===== config.mk =====
export PLATFORM = sky130hd
export DESIGN_NAME = mem1port_arbiter
export DESIGN_NICKNAME = d
export VERILOG_FILES = /design/src/rtl/mem_arb_pkg.sv /design/src/rtl/mem_wbuf.sv /design/src/rtl/mem1port_arbiter.sv
export SDC_FILE = /design/constraint.sdc
export NUM_CORES = 1
export LEC_CHECK = 0
export CORE_UTILIZATION = 49
export DETAILED_ROUTE_END_ITERATION = 10
export HOLD_SLACK_MARGIN = 0.06
export PLACE_DENSITY_LB_ADDON = 0.08
export SETUP_SLACK_MARGIN = 0.4
export SLEW_MARGIN = 15
export SYNTH_ARGS = -nofsm -noshare
export SYNTH_HDL_FRONTEND = slang
export SYNTH_SLANG_ARGS = --single-unit

===== constraint.sdc =====
create_clock -name clk -period 18.42 [get_ports clk]
set_clock_uncertainty 0.2 [all_clocks]
set_input_delay 3.684 -clock clk [delete_from_list [all_inputs] [get_ports clk]]
set_output_delay 3.684 -clock clk [all_outputs]
set_load 0.01 [all_outputs]

===== src/rtl/mem_arb_pkg.sv =====
// Shared encodings and helpers for the single-port memory arbiter.
package mem_arb_pkg;

    localparam int unsigned DEF_STARVE_LIMIT = 4;
    localparam int unsigned DEF_CNTW         = 4;

    // Read owner of the access issued in the previous cycle.
    typedef enum logic [1:0] {
        OWN_IDLE = 2'd0,
        OWN_IF   = 2'd1,
        OWN_DL   = 2'd2
    } owner_e;

    // Winner of the single memory slot in the current cycle.
    typedef enum logic [1:0] {
        SLOT_NONE = 2'd0,
        SLOT_IF   = 2'd1,
        SLOT_DL   = 2'd2,
        SLOT_WB   = 2'd3
    } slot_e;

    // Per-byte select between forwarded store bytes and memory bytes.
    function automatic logic [31:0] byte_merge(input logic [3:0]  mask,
                                               input logic [31:0] fwd,
                                               input logic [31:0] mem);
        logic [31:0] res;
        for (int k = 0; k < 4; k++) begin
            res[8*k +: 8] = mask[k] ? fwd[8*k +: 8] : mem[8*k +: 8];
        end
        return res;
    endfunction

endpackage


===== src/rtl/mem_wbuf.sv =====
// One-entry posted store buffer with load-forwarding snapshot.
module mem_wbuf
    import mem_arb_pkg::*;
(
    input  logic        clk,
    input  logic        reset,
    input  logic        load,
    input  logic        drain,
    input  logic [29:0] ld_addr,
    input  logic [31:0] ld_data,
    input  logic [3:0]  ld_strb,
    output logic        valid,
    output logic [29:0] addr,
    output logic [31:0] data,
    output logic [3:0]  strb,
    input  logic        cap,
    input  logic [29:0] cmp_addr,
    output logic [3:0]  fwd_mask,
    output logic [31:0] fwd_data
);

    logic        valid_q, valid_d;
    logic [29:0] addr_q, addr_d;
    logic [31:0] data_q, data_d;
    logic [3:0]  strb_q, strb_d;
    logic [3:0]  fwd_mask_q, fwd_mask_d;
    logic [31:0] fwd_data_q, fwd_data_d;
    logic        hit;

    assign hit = valid_q & (addr_q == cmp_addr);

    // A load in the same cycle as a drain wins: the drain already used the old contents.
    always_comb begin
        valid_d    = valid_q;
        addr_d     = addr_q;
        data_d     = data_q;
        strb_d     = strb_q;
        fwd_mask_d = fwd_mask_q;
        fwd_data_d = fwd_data_q;
        if (load) begin
            valid_d = 1'b1;
            addr_d  = ld_addr;
            data_d  = ld_data;
            strb_d  = ld_strb;
        end else if (drain) begin
            valid_d = 1'b0;
        end
        if (cap) begin
            fwd_mask_d = hit ? strb_q : 4'b0000;
            fwd_data_d = data_q;
        end
    end

    // Buffer and snapshot registers.
    always_ff @(posedge clk or posedge reset) begin
        if (reset) begin
            valid_q    <= 1'b0;
            addr_q     <= '0;
            data_q     <= '0;
            strb_q     <= '0;
            fwd_mask_q <= '0;
            fwd_data_q <= '0;
        end else begin
            valid_q    <= valid_d;
            addr_q     <= addr_d;
            data_q     <= data_d;
            strb_q     <= strb_d;
            fwd_mask_q <= fwd_mask_d;
            fwd_data_q <= fwd_data_d;
        end
    end

    assign valid    = valid_q;
    assign addr     = addr_q;
    assign data     = data_q;
    assign strb     = strb_q;
    assign fwd_mask = fwd_mask_q;
    assign fwd_data = fwd_data_q;

endmodule


===== src/rtl/mem1port_arbiter.sv =====
// Fetch / load-store arbiter in front of one single-port memory.
//   owner    | meaning
//   OWN_IDLE | no read issued last cycle (or write-buffer drain)
//   OWN_IF   | last cycle's slot was a fetch read
//   OWN_DL   | last cycle's slot was a data load
module mem1port_arbiter
    import mem_arb_pkg::*;
#(
    parameter int unsigned STARVE_LIMIT = DEF_STARVE_LIMIT,
    parameter int unsigned CNTW         = DEF_CNTW
) (
    input  logic        clk,
    input  logic        reset,
    input  logic        i_req,
    input  logic [29:0] i_addr,
    output logic        i_gnt,
    output logic        i_rvalid,
    output logic [31:0] i_rdata,
    input  logic        d_req,
    input  logic        d_we,
    input  logic [29:0] d_addr,
    input  logic [31:0] d_wdata,
    input  logic [3:0]  d_wstrb,
    output logic        d_gnt,
    output logic        d_rvalid,
    output logic [31:0] d_rdata,
    output logic        m_ready,
    output logic        m_we,
    output logic [29:0] m_addr,
    output logic [31:0] m_wdata,
    output logic [3:0]  m_wstrb,
    input  logic        m_rresp,
    input  logic [31:0] m_rdata
);

    localparam logic [CNTW-1:0] LIMIT = CNTW'(STARVE_LIMIT);

    logic            wb_valid;
    logic [29:0]     wb_addr;
    logic [31:0]     wb_data;
    logic [3:0]      wb_strb;
    logic [3:0]      fwd_mask;
    logic [31:0]     fwd_data;
    slot_e           slot;
    owner_e          owner_q, owner_d;
    logic [CNTW-1:0] starve_q, starve_d;
    logic            dl_cand, st_req, st_acc, starved, wb_block;
    logic            i_resp, d_resp;
    logic [31:0]     i_rdata_q, d_rdata_q, d_merged;

    assign dl_cand  = d_req & ~d_we;
    assign st_req   = d_req & d_we;
    assign starved  = (starve_q == LIMIT);
    assign wb_block = wb_valid & st_req;

    // Slot arbitration; the slot is withheld while reset is asserted.
    always_comb begin
        slot = SLOT_NONE;
        if (reset) begin
            slot = SLOT_NONE;
        end else if (starved) begin
            if (i_req)         slot = SLOT_IF;
            else if (dl_cand)  slot = SLOT_DL;
            else if (wb_valid) slot = SLOT_WB;
        end else if (wb_block) begin
            // a pending store implies no load, so the buffer always wins here
            slot = SLOT_WB;
        end else begin
            if (dl_cand)       slot = SLOT_DL;
            else if (i_req)    slot = SLOT_IF;
            else if (wb_valid) slot = SLOT_WB;
        end
    end

    assign st_acc = st_req & ~reset & (~wb_valid | (slot == SLOT_WB));
    assign i_gnt  = (slot == SLOT_IF);
    assign d_gnt  = (slot == SLOT_DL) | st_acc;

    // Memory drive from the slot winner.
    always_comb begin
        m_ready = 1'b0;
        m_we    = 1'b0;
        m_addr  = '0;
        m_wdata = '0;
        m_wstrb = '0;
        case (slot)
            SLOT_IF: begin
                m_ready = 1'b1;
                m_addr  = i_addr;
            end
            SLOT_DL: begin
                m_ready = 1'b1;
                m_addr  = d_addr;
            end
            SLOT_WB: begin
                m_ready = 1'b1;
                m_we    = 1'b1;
                m_addr  = wb_addr;
                m_wdata = wb_data;
                m_wstrb = wb_strb;
            end
            default: m_ready = 1'b0;
        endcase
    end

    // Next owner and starvation count.
    always_comb begin
        owner_d  = OWN_IDLE;
        starve_d = starve_q;
        case (slot)
            SLOT_IF: owner_d = OWN_IF;
            SLOT_DL: owner_d = OWN_DL;
            default: owner_d = OWN_IDLE;
        endcase
        if (!i_req || i_gnt) starve_d = '0;
        else if (starve_q != LIMIT) starve_d = starve_q + CNTW'(1);
    end

    assign i_resp   = m_rresp & (owner_q == OWN_IF);
    assign d_resp   = m_rresp & (owner_q == OWN_DL);
    assign d_merged = byte_merge(fwd_mask, fwd_data, m_rdata);

    // Owner, starvation counter and held response data.
    always_ff @(posedge clk or posedge reset) begin
        if (reset) begin
            owner_q   <= OWN_IDLE;
            starve_q  <= '0;
            i_rdata_q <= '0;
            d_rdata_q <= '0;
        end else begin
            owner_q  <= owner_d;
            starve_q <= starve_d;
            if (i_resp) i_rdata_q <= m_rdata;
            if (d_resp) d_rdata_q <= d_merged;
        end
    end

    // Data is presented in the response cycle and held afterwards.
    assign i_rvalid = i_resp;
    assign i_rdata  = i_resp ? m_rdata : i_rdata_q;
    assign d_rvalid = d_resp;
    assign d_rdata  = d_resp ? d_merged : d_rdata_q;

    mem_wbuf u_wbuf (
        .clk      (clk),
        .reset    (reset),
        .load     (st_acc),
        .drain    (slot == SLOT_WB),
        .ld_addr  (d_addr),
        .ld_data  (d_wdata),
        .ld_strb  (d_wstrb),
        .valid    (wb_valid),
        .addr     (wb_addr),
        .data     (wb_data),
        .strb     (wb_strb),
        .cap      (slot == SLOT_DL),
        .cmp_addr (d_addr),
        .fwd_mask (fwd_mask),
        .fwd_data (fwd_data)
    );

endmodule

Word level (Yosys, flattened, before mapping)
Index checks and enable logic that the tools add are counted.
{ "op_classes": {"n_reduce_logical": 5, "n_addsub": 1, "n_eq_ne": 8, "bitwise_logic": 13, "muxes": 25} }
{ "op_table": {"columns": ["operator", "n"], "rows": [
  ["$mux 32", 3],
  ["$pmux 30 s3", 1],
  ["$mux 8", 4],
  ["$eq 30x30->1", 1],
  ["$mux 2", 8],
  ["$mux 4", 4],
  ["$and 1x1->1", 8],
  ["$eq 2x2->1 const B", 3],
  ["$add 4x1->4 const B", 1],
  ["$eq 2x1->1 const B", 2],
  ["$eq 4x3->1 const B", 1],
  ["$mux 1", 4],
  ["$ne 4x3->1 const B", 1],
  ["$pmux 2 s2", 1],
  ["$reduce_bool 2->1", 2],
  ["$not 1->1", 3],
  ["$reduce_or 3->1", 1],
  ["$or 1x1->1", 2],
  ["$logic_not 1->1", 1],
  ["$logic_or 1x1->1", 1]
]} }
{ "word_totals": {"input_bits": 134, "reg_bits": 173, "wordCells": 62} }

Depth between registers and ports, before layout
Gate-level depths: netlist (run 1).
{ "depth": {"ltp_word": 10, "ltp_mapped": 8, "depth_no_buf": 8} }

Hierarchy
From an unflattened synthesis (run 1), not the netlist that was laid out.
{ "hier_totals": {"cells_unflattened": 776, "hier_area_um2": 8358.0} }
{ "modules_own_cells": {"columns": ["module", "cells_per_inst", "n_inst", "area_per_inst_um2", "seq_area_each_um2"], "rows": [
  ["mem1port_arbiter", 504, 1, 4207.8, 1751.7],
  ["mem_wbuf", 272, 1, 4150.2, 2577.5]
]} }

Worst setup path after synthesis (run 1)
OpenSTA, ideal clock, no wires.
{ "synth_path": {"path_type": "input to output", "start": "input port reset", "end": "output port m_addr[16]", "stages": 4, "t_arrival_ns": 9.674, "slack_ns": 4.862, "cell_sequence": "inv_1 > clkbuf_1 > nand3_1 > o211ai_1"} }
{ "synth_via": {"elab_chain_cells": 3, "word_cells_on_any_way": 5, "classes_between": "eq/ne: 3; mux: 2"} }
{ "synth_rtl": {"columns": ["element", "line_no", "text"], "rows": [
  ["from (decl)", "mem1port_arbiter.sv:13", "input logic reset,"],
  ["$mux 2 (*)", "mem1port_arbiter.sv:59", "if (reset) begin"],
  ["$eq 2x2->1 or $eq 2x1->1 (tied branches)", "mem1port_arbiter.sv:86", "case (slot)"],
  ["$pmux 30 s3 (*)", "mem1port_arbiter.sv:86", null],
  ["to (decl)", "mem1port_arbiter.sv:29", "output logic [29:0] m_addr,"]
]} }
Mark *: on every way between the ends. The rest lies on a longest branch, timed or not.

Worst setup path after layout (run 1)
{ "layout_path": {"start": "input port reset", "end": "output port m_addr[27]"} }
The elaborated chain is that of the path after synthesis.

==> results of run 1 <==
registers in the layout, indices dropped and copies added (netlist names):
name             flops
d_rdata_q           32
starve_q             4
u_wbuf.strb          4
owner_q              2
u_wbuf.fwd_mask      4
i_rdata_q           32
u_wbuf.fwd_data     32
u_wbuf.addr         30
u_wbuf.data         32
u_wbuf.valid         1
final timing paths:
kind | start | endpoint | slack (ps)
max | reset | m_addr[27] | 7580
min | i_rdata_q[18] | i_rdata_q[18] | 270
max reg2reg | starve_q[0] | u_wbuf.fwd_mask[0] | 15350
min reg2reg | i_rdata_q[18] | i_rdata_q[18] | 270
max in group asynchronous | reset | u_wbuf.addr[4] | 12910
min in group asynchronous | reset | u_wbuf.data[24] | 3850
area by class of cell:
| cell class | count | area, um^2 | area share, % |
|---|---|---|---|
| flip-flops and latches | 173 | 4330 | 37.3 |
| clock inverters | 11 | 129 | 1.11 |
| multi-input cells | 596 | 3610 | 31.1 |
| repair buffers | 277 | 2770 | 23.8 |
| inverters | 6 | 35.0 | 0.301 |
| clock buffers | 21 | 480 | 4.13 |
| well taps | 216 | 270 | 2.33 |
power by group through the flow:
stage | combinational, mW | clock, mW | sequential, mW
after detailed placement | 0.305 | 0 | 0.508
after CTS | 0.307 | 0.374 | 0.501
final | 0.305 | 0.369 | 0.501
after floorplan | 0.151 | 0 | 0.494
after global placement | 0.299 | 0 | 0.505
after global routing | 0.334 | 0.390 | 0.511
per-stage QoR:
stage / instance area (um^2) / setup slack (ps) / util, %
final: 11600 / 7580 / 72.4
after global routing: 11600 / 7230 / 72.4
after CTS: 11600 / 7050 / 72.2
after detailed placement: 11000 / 7040 / 68.4
after global placement: 11000 / 7130 / 68.4
after floorplan: 8140 / 4860 / -
cells by family (layout without fill, tap and decap cells):
group,count (synthesis),after routing
AOI/OAI and AO/OA,77,77
xor gates and xnor gates,32,32
adders and majority gates,2,2
buffers and inverters,58,315
DFF,173,173
muxes,98,98
and+or+nand+nor,387,387
routing by layer:
layer  part of all wire, %  routed length, um  track usage [%]
met1                    43               9350             32.6
met2                    48              10500             42.6
met3                   6.7               1450             6.72
met4                   1.8                395             8.45
met5                     0                  0                0
critical path: stages:
cell             delay [ps]
clkdlybuf4s50_1         600
inv_8                   770
o21ai_0                 340
nor2_4                  440
buf_12                  270
nand3_1                 120
o211ai_1                140
clkdlybuf4s50_1         570
synth_stat cells:
cell type    n
buf_4        3
nor3_1       2
ha_1         2
nand3b_1     3
a21o_1       1
buf_2        4
and2_1      38
and4b_1      1
o21ai_0     35
nor4_1       5
xor2_1      23
nor2b_1      2
and3b_1      1
o21bai_1     1
nand2b_1     4
nor2_1       4
clkinv_4     1
clkbuf_1    44
nor4_4       1
inv_1        5
dfrtp_1    173
buf_1        1
nand4_1      3
nand2_1    259
mux2_2      57
nand3_2      1
o211ai_1    30
mux2i_1     32
nand3_1     61
nor3_2       1
mux2_1       9
xnor2_1      9
a22o_1       4
or3_4        1
a21oi_1      4
a31oi_1      1
a21boi_1     1
==> results.json, run 1 <==
{
  "gp_congestion": 0.780,
  "final_cell_mix": "clkdlybuf4s50_1 (269), nand2_1 (259), dfrtp_1 (173), nand3_1 (61), mux2_2 (57)",
  "finalSetupViolations": 0,
  "synth_top_cell_area_share_pct": 53.2,
  "max_freq_ghz": 0.0923,
  "wirelength_um": 21700,
  "nFillCells": 1187,
  "ys_seq_elements": 173,
  "comb_power_share_pct": 25.9,
  "seqPwrFrac_pct": 42.7,
  "drtIter0Drc": 384,
  "cts.clk_slew.worst_paths_ps": 60,
  "synth_top_family_by_area": "simple AND/OR/NAND/NOR gates",
  "vias": 6754,
  "syn_area_per_cell_um2": 9.85,
  "cts_tree": "done",
  "period_needed_ps": 10840,
  "clockBufferDepth": 2,
  "postCtsSetupBuffers": 0,
  "outcome": "completed",
  "cts_resized": 0,
  "dr.pass1.iters": 5,
  "routedWlPerCell_um": 16.7,
  "synth-compound-area-share_pct": 5.95,
  "netlist_area_um2": 8140,
  "holdPathStages": 2,
  "ff2ff_path_depth": 8,
  "start_util_pct": 50.7,
  "clk_latency_ps": 420,
  "p_clk_share_pct": 31.4,
  "post_drt_via_cell_ratio": 5.20,
  "antenna_found_initial": 0,
  "cts_root_buf": "clkbuf_16",
  "arrival_ps": 6960,
  "cp-start-kind": "input pin",
  "grt_max_degree": 149,
  "ir_worst_vdd_mv": 0.0674,
  "rsz0062_at_grt": "no",
  "areaGrowthSynthToFinish_pct": 42.7,
  "end_kind": "output port",
  "setup_tns_ps": 0,
  "yosys-top-cells-area": "dfrtp_1 (53%), nand2_1 (12%), mux2_2 (7.9%)",
  "synth_xor_area_share_pct": 3.44,
  "dp_hpwl_um": 14900,
  "powerDensity_nw_per_um2": 101,
  "muxShareOfSynthArea_pct": 13.1,
  "yosysTopAreaCell": "dfrtp_1",
  "synth_adder_area_share_pct": 0.307,
  "cts_max_level": 4,
  "maxCapViolCount": 0,
  "max-slew-margin-rel_pct": 19.3,
  "synth-simple-area-share_pct": 21.1,
  "drive_above_1_share_pct": 9.78,
  "hold_class": "flip-flop to flip-flop",
  "overflow": 0,
  "slew_viol_final": 0,
  "num_antenna_cells": 0,
  "worst_pin_slew_ps": 1210,
  "die_h_um": 131,
  "p_leak_nw": 5.01,
  "crit_fanout": 148,
  "power_mw": 1.17,
  "crit_type": "input pin to output port",
  "boundaryPins": 270,
  "rows": 46,
  "dieArea_um2": 17100,
  "switching_share_pct": 28.3,
  "p_int_uw": 842,
  "dp.cells": 1267,
  "syn_nets": 963,
  "ant_nets": 0,
  "nNetsFinal": 1207,
  "yosysSeqAreaShare_pct": 53.2,
  "crit_required_ps": 14540,
  "holdWs_ps": 274,
  "drc": 0,
  "die_w_um": 131,
  "ctsHoldBuffers": 0,
  "switchingPower_uw": 333,
  "fp.coreArea_um2": 16100,
  "fin_cells": 1300,
  "yosysWarnings": 0,
  "portBuffers": 269,
  "cts_buffers": 17,
  "layout.cells.most_common": "clkdlybuf4s50_1",
  "clock_sinks": 173,
  "grt_pass1_vias": 6512,
  "hold_viol": 0,
  "grt_pass1_wl_um": 33300,
  "synthCells": 827,
  "period_share_pct": 58.8,
  "grt_use_total_pct": 25.7,
  "ys_types": 37
}
Power figures use the tool's default switching activity.
==> run 2: changes to the inputs <==
Settings changed: CORE_UTILIZATION 49 to 46.
Clock period 18.42 ns to 11.2 ns, I/O delays scaled along.
==> results.json, run 2 (synthesized netlist as in run 1, its figures left out) <==
{
  "outcome": "completed",
  "fp.coreArea_um2": 17300,
  "cts_buffers": 17,
  "drive_above_1_share_pct": 9.52,
  "rsz0062_at_grt": "no",
  "ctsHoldBuffers": 0,
  "path_buf_inv": 4,
  "overflow": 0,
  "wirelength_um": 21900,
  "start_util_pct": 47.1,
  "end_kind": "output port",
  "postCtsSetupBuffers": 0,
  "grt_max_degree": 133,
  "powerDensity_nw_per_um2": 169,
  "cp.depth": 8,
  "cts_max_level": 4,
  "ff2ff_path_depth": 8,
  "final_cell_mix": "clkdlybuf4s50_1 (269), nand2_1 (259), dfrtp_1 (173), nand3_1 (61), mux2_2 (57)",
  "crit_required_ps": 8760,
  "cp-start-kind": "input pin",
  "crit_family": "buffers and inverters",
  "antenna_found_initial": 0,
  "ir_worst_vdd_mv": 0.110,
  "grt_pass1_vias": 6675,
  "crit_fanout": 132,
  "cp_slowest_cell": "inv_8",
  "power_mw": 1.97,
  "slew_viol_final": 0,
  "slowest_delay_ps": 690,
  "ant_nets": 0,
  "clock_sinks": 173,
  "finalSetupViolations": 0,
  "clockBufferDepth": 2,
  "fin_cells": 1307,
  "max-slew-margin-rel_pct": 28.9,
  "setup_tns_ps": 0,
  "crit_type": "input pin to output port",
  "routedWlPerCell_um": 16.8,
  "die_h_um": 135,
  "crit_start": "reset",
  "period_share_pct": 70.3,
  "hold_class": "flip-flop to flip-flop",
  "portBuffers": 269,
  "worst_pin_slew_ps": 1060,
  "cts.clk_slew.worst_paths_ps": 70,
  "p_leak_nw": 5.00,
  "grt_pass1_wl_um": 34900,
  "setup_slack_ps": 3330,
  "layout.cells.most_common": "clkdlybuf4s50_1",
  "dp.cells": 1275,
  "boundaryPins": 270,
  "nNetsFinal": 1206,
  "cts_resized": 0,
  "reg2reg_from": "starve_q[0]",
  "holdWs_ps": 273,
  "rows": 48,
  "areaGrowthSynthToFinish_pct": 43.1,
  "cts_tree": "done",
  "arrival_ps": 5430,
  "pre_cts_ws_ps": 2850,
  "crit_chain": "clkdlybuf4s50_1 > inv_8 > o21ai_0 > nor2_4 > buf_12 > nand3_1 > o211ai_1 > clkdlybuf4s50_1",
  "dieArea_um2": 18200,
  "maxCapViolCount": 0,
  "num_antenna_cells": 0,
  "holdPathStages": 2,
  "gp_congestion": 0.770,
  "cts_root_buf": "clkbuf_16",
  "dr.pass1.iters": 4,
  "period_needed_ps": 7870,
  "hold_viol": 0,
  "worstHoldStart": "i_rdata_q[9]",
  "grt_use_total_pct": 24.7,
  "die_w_um": 135,
  "vias": 6775,
  "post_drt_via_cell_ratio": 5.18,
  "drtIter0Drc": 313,
  "drc": 0,
  "cp_common_cell": "clkdlybuf4s50_1",
  "dp_hpwl_um": 14900,
  "max_freq_ghz": 0.127,
  "clk_latency_ps": 430
}
run 2: final cells by class:
| cell class | count | area, um^2 |
|---|---|---|
| Fill cell | 1422 | 5650 |
| Multi-Input combinational cell | 596 | 3610 |
| Clock inverter | 13 | 206 |
| Tap cell | 225 | 282 |
| Clock buffer | 18 | 429 |
| Sequential cell | 173 | 4330 |
| Timing Repair Buffer | 276 | 2760 |
| Inverter | 6 | 35.0 |
run 2: worst paths after layout:
| kind | to | slack [ps] |
|---|---|---|
| max in group asynchronous | u_wbuf.strb[1] | 6950 |
| max | m_addr[27] | 3330 |
| min reg2reg | i_rdata_q[9] | 270 |
| max reg2reg | u_wbuf.fwd_mask[2] | 8120 |
| min | i_rdata_q[9] | 270 |
| min in group asynchronous | u_wbuf.data[31] | 2370 |
run 2: worst register-to-register path, delay by kind of cell (launching register included):
family | cells | cell delay (ps)
and+or+nand+nor | 4 | 1450
buffers and inverters | 2 | 560
DFF | 1 | 370
adders and majority gates | 1 | 230
AOI/OAI and AO/OA | 1 | 190
run 2: where the power goes:
group | switching, mW | internal (mW) | total, mW
logic | 0.227 | 0.276 | 0.502
clock network | 0.261 | 0.380 | 0.641
registers | 0.0707 | 0.752 | 0.823
total | 0.558 | 1.41 | 1.97
run 2: routing by layer:
metal / GRT usage [%] / up-vias / wire length [um]
li1: - / 3262 / -
met1: 32.0 / 3287 / 9600
met2: 40.9 / 198 / 10500
met3: 6.31 / 28 / 1440
met4: 6.93 / 0 / 367
met5: 0 / - / 0
run 2: per-stage QoR:
stage	area, um^2	util (%)
after floorplan	8140	-
after global placement	11000	63.6
after detailed placement	11000	63.6
after CTS	11600	67.2
after global routing	11600	67.4
final	11600	67.4
==> run 3: changes to the inputs <==
Settings changed: CORE_UTILIZATION 46 to 42.
Clock period 11.2 ns to 7.15 ns, I/O delays scaled along.
==> results.json, run 3 (synthesized netlist as in run 1, its figures left out) <==
{
  "end_kind": "output port",
  "drive_above_1_share_pct": 9.86,
  "crit_type": "input pin to output port",
  "nNetsFinal": 1208,
  "boundaryPins": 270,
  "drc": 0,
  "grt_max_degree": 81,
  "cp_common_cell": "clkdlybuf4s50_1",
  "ctsHoldBuffers": 0,
  "p_int_mw": 2.11,
  "hold_class": "flip-flop to flip-flop",
  "seq_area_um2": 4330,
  "p_clk_share_pct": 30.9,
  "final_cell_mix": "clkdlybuf4s50_1 (269), nand2_1 (259), dfrtp_1 (173), nand3_1 (61), mux2_2 (57)",
  "cts.clk_slew.worst_paths_ps": 60,
  "areaGrowthSynthToFinish_pct": 43.2,
  "design_area_um2": 11700,
  "clk_latency_ps": 420,
  "start_util_pct": 43.2,
  "setup_slack_ps": 1280,
  "crit_chain": "clkdlybuf4s50_1 > and4b_1 > or3_4 > clkinv_4 > nand2_1 > o211ai_1 > clkdlybuf4s50_1",
  "dp_hpwl_um": 15400,
  "ir_worst_vdd_mv": 0.153,
  "arrival_ps": 4240,
  "clockBufferDepth": 2,
  "grt_use_total_pct": 23.5,
  "layout.cells.most_common": "clkdlybuf4s50_1",
  "routedWlPerCell_um": 16.7,
  "comb_power_share_pct": 26.3,
  "rows": 50,
  "dieArea_um2": 19900,
  "cts_root_buf": "clkbuf_16",
  "crit_family": "buffers and inverters",
  "vias": 6677,
  "path_buf_inv": 3,
  "overflow": 0,
  "fp.coreArea_um2": 18800,
  "slowest_delay_ps": 590,
  "cts_buffers": 17,
  "maxCapViolCount": 0,
  "pre_cts_ws_ps": 1270,
  "rsz0062_at_grt": "no",
  "multi_input_area_um2": 3610,
  "seqPwrFrac_pct": 42.9,
  "switchingPower_uw": 893,
  "p_leak_nw": 5.00,
  "wirelength_um": 22400,
  "grt_pass1_vias": 6732,
  "antenna_found_initial": 0,
  "crit_required_ps": 5520,
  "period_share_pct": 82.1,
  "crit_fanout": 64,
  "postCtsSetupBuffers": 0,
  "setup_tns_ps": 0,
  "portBuffers": 269,
  "worst_pin_slew_ps": 1000,
  "grt_pass1_wl_um": 36100,
  "cts_tree": "done",
  "slew_viol_final": 0,
  "clock_sinks": 173,
  "gp_congestion": 0.767,
  "cts_max_level": 4,
  "outcome": "completed",
  "postPlaceCellArea_um2": 11100,
  "cp_slowest_cell": "clkdlybuf4s50_1",
  "switching_share_pct": 29.8,
  "cts_resized": 0,
  "powerDensity_nw_per_um2": 257,
  "num_antenna_cells": 0,
  "dr.pass1.iters": 4,
  "max-slew-margin-rel_pct": 33.2,
  "die_h_um": 141,
  "nFillCells": 1609,
  "die_w_um": 141,
  "max_freq_ghz": 0.170,
  "hold_viol": 0,
  "finalSetupViolations": 0,
  "post_drt_via_cell_ratio": 4.96,
  "drtIter0Drc": 333,
  "ant_nets": 0,
  "period_needed_ps": 5870,
  "cp-start-kind": "input pin"
}
[run 3: per-layer routing]
layer | share of wire, % | GRT usage, % | wire, um | vias up
met1 | 45 | 31.0 | 10100 | 3216
li1 | - | - | - | 3266
met5 | 0 | 0 | 0 | -
met2 | 48 | 38.3 | 10700 | 186
met3 | 6.2 | 6.90 | 1380 | 9
met4 | 0.74 | 5.03 | 166 | 0
[run 3: final cells by class]
class | count | share of cell area, %
Sequential cell | 173 | 37.1
Multi-Input combinational cell | 596 | 31.0
Timing Repair Buffer | 278 | 23.7
Clock buffer | 17 | 3.65
Tap cell | 260 | 2.79
Clock inverter | 15 | 1.50
Inverter | 6 | 0.300
[run 3: final timing paths]
path	start	to	slack, ps	cells past startpoint
setup / recovery	i_req	m_addr[18]	1280	7
max in group asynchronous	reset	d_rdata_q[30]	4030	3
min in group asynchronous	reset	u_wbuf.addr[18]	1400	2
hold reg to reg	i_rdata_q[20]	i_rdata_q[20]	270	2
hold / removal	i_rdata_q[20]	i_rdata_q[20]	270	2
setup reg to reg	starve_q[0]	u_wbuf.fwd_mask[0]	4050	8
[run 3: power by group through the flow]
stage | clock, mW | combinational [mW] | sequential, mW
floorplan | 0 | 0.389 | 1.27
global placement | 0 | 0.784 | 1.30
detailed placement | 0 | 0.793 | 1.31
CTS | 0.952 | 0.799 | 1.29
global route | 0.995 | 0.866 | 1.31
finish | 0.926 | 0.789 | 1.29
[run 3: per-stage QoR]
| stage | hold slack (ps) | instances | power, mW | util (%) |
|---|---|---|---|---|
| finish | 270 | 1345 | 3.00 | 61.9 |
| floorplan | 245 | 827 | 1.66 | - |
| global route | 286 | 1345 | 3.17 | 61.9 |
| global placement | 252 | 1313 | 2.08 | 58.7 |
| CTS | 276 | 1345 | 3.04 | 61.9 |
| detailed placement | 258 | 1313 | 2.10 | 58.7 |
[run 3: worst min-delay path, stage by stage, from the launching register on]
cell	delay, ps
dfrtp_1	320
nand2_1	40
nand2_1	70
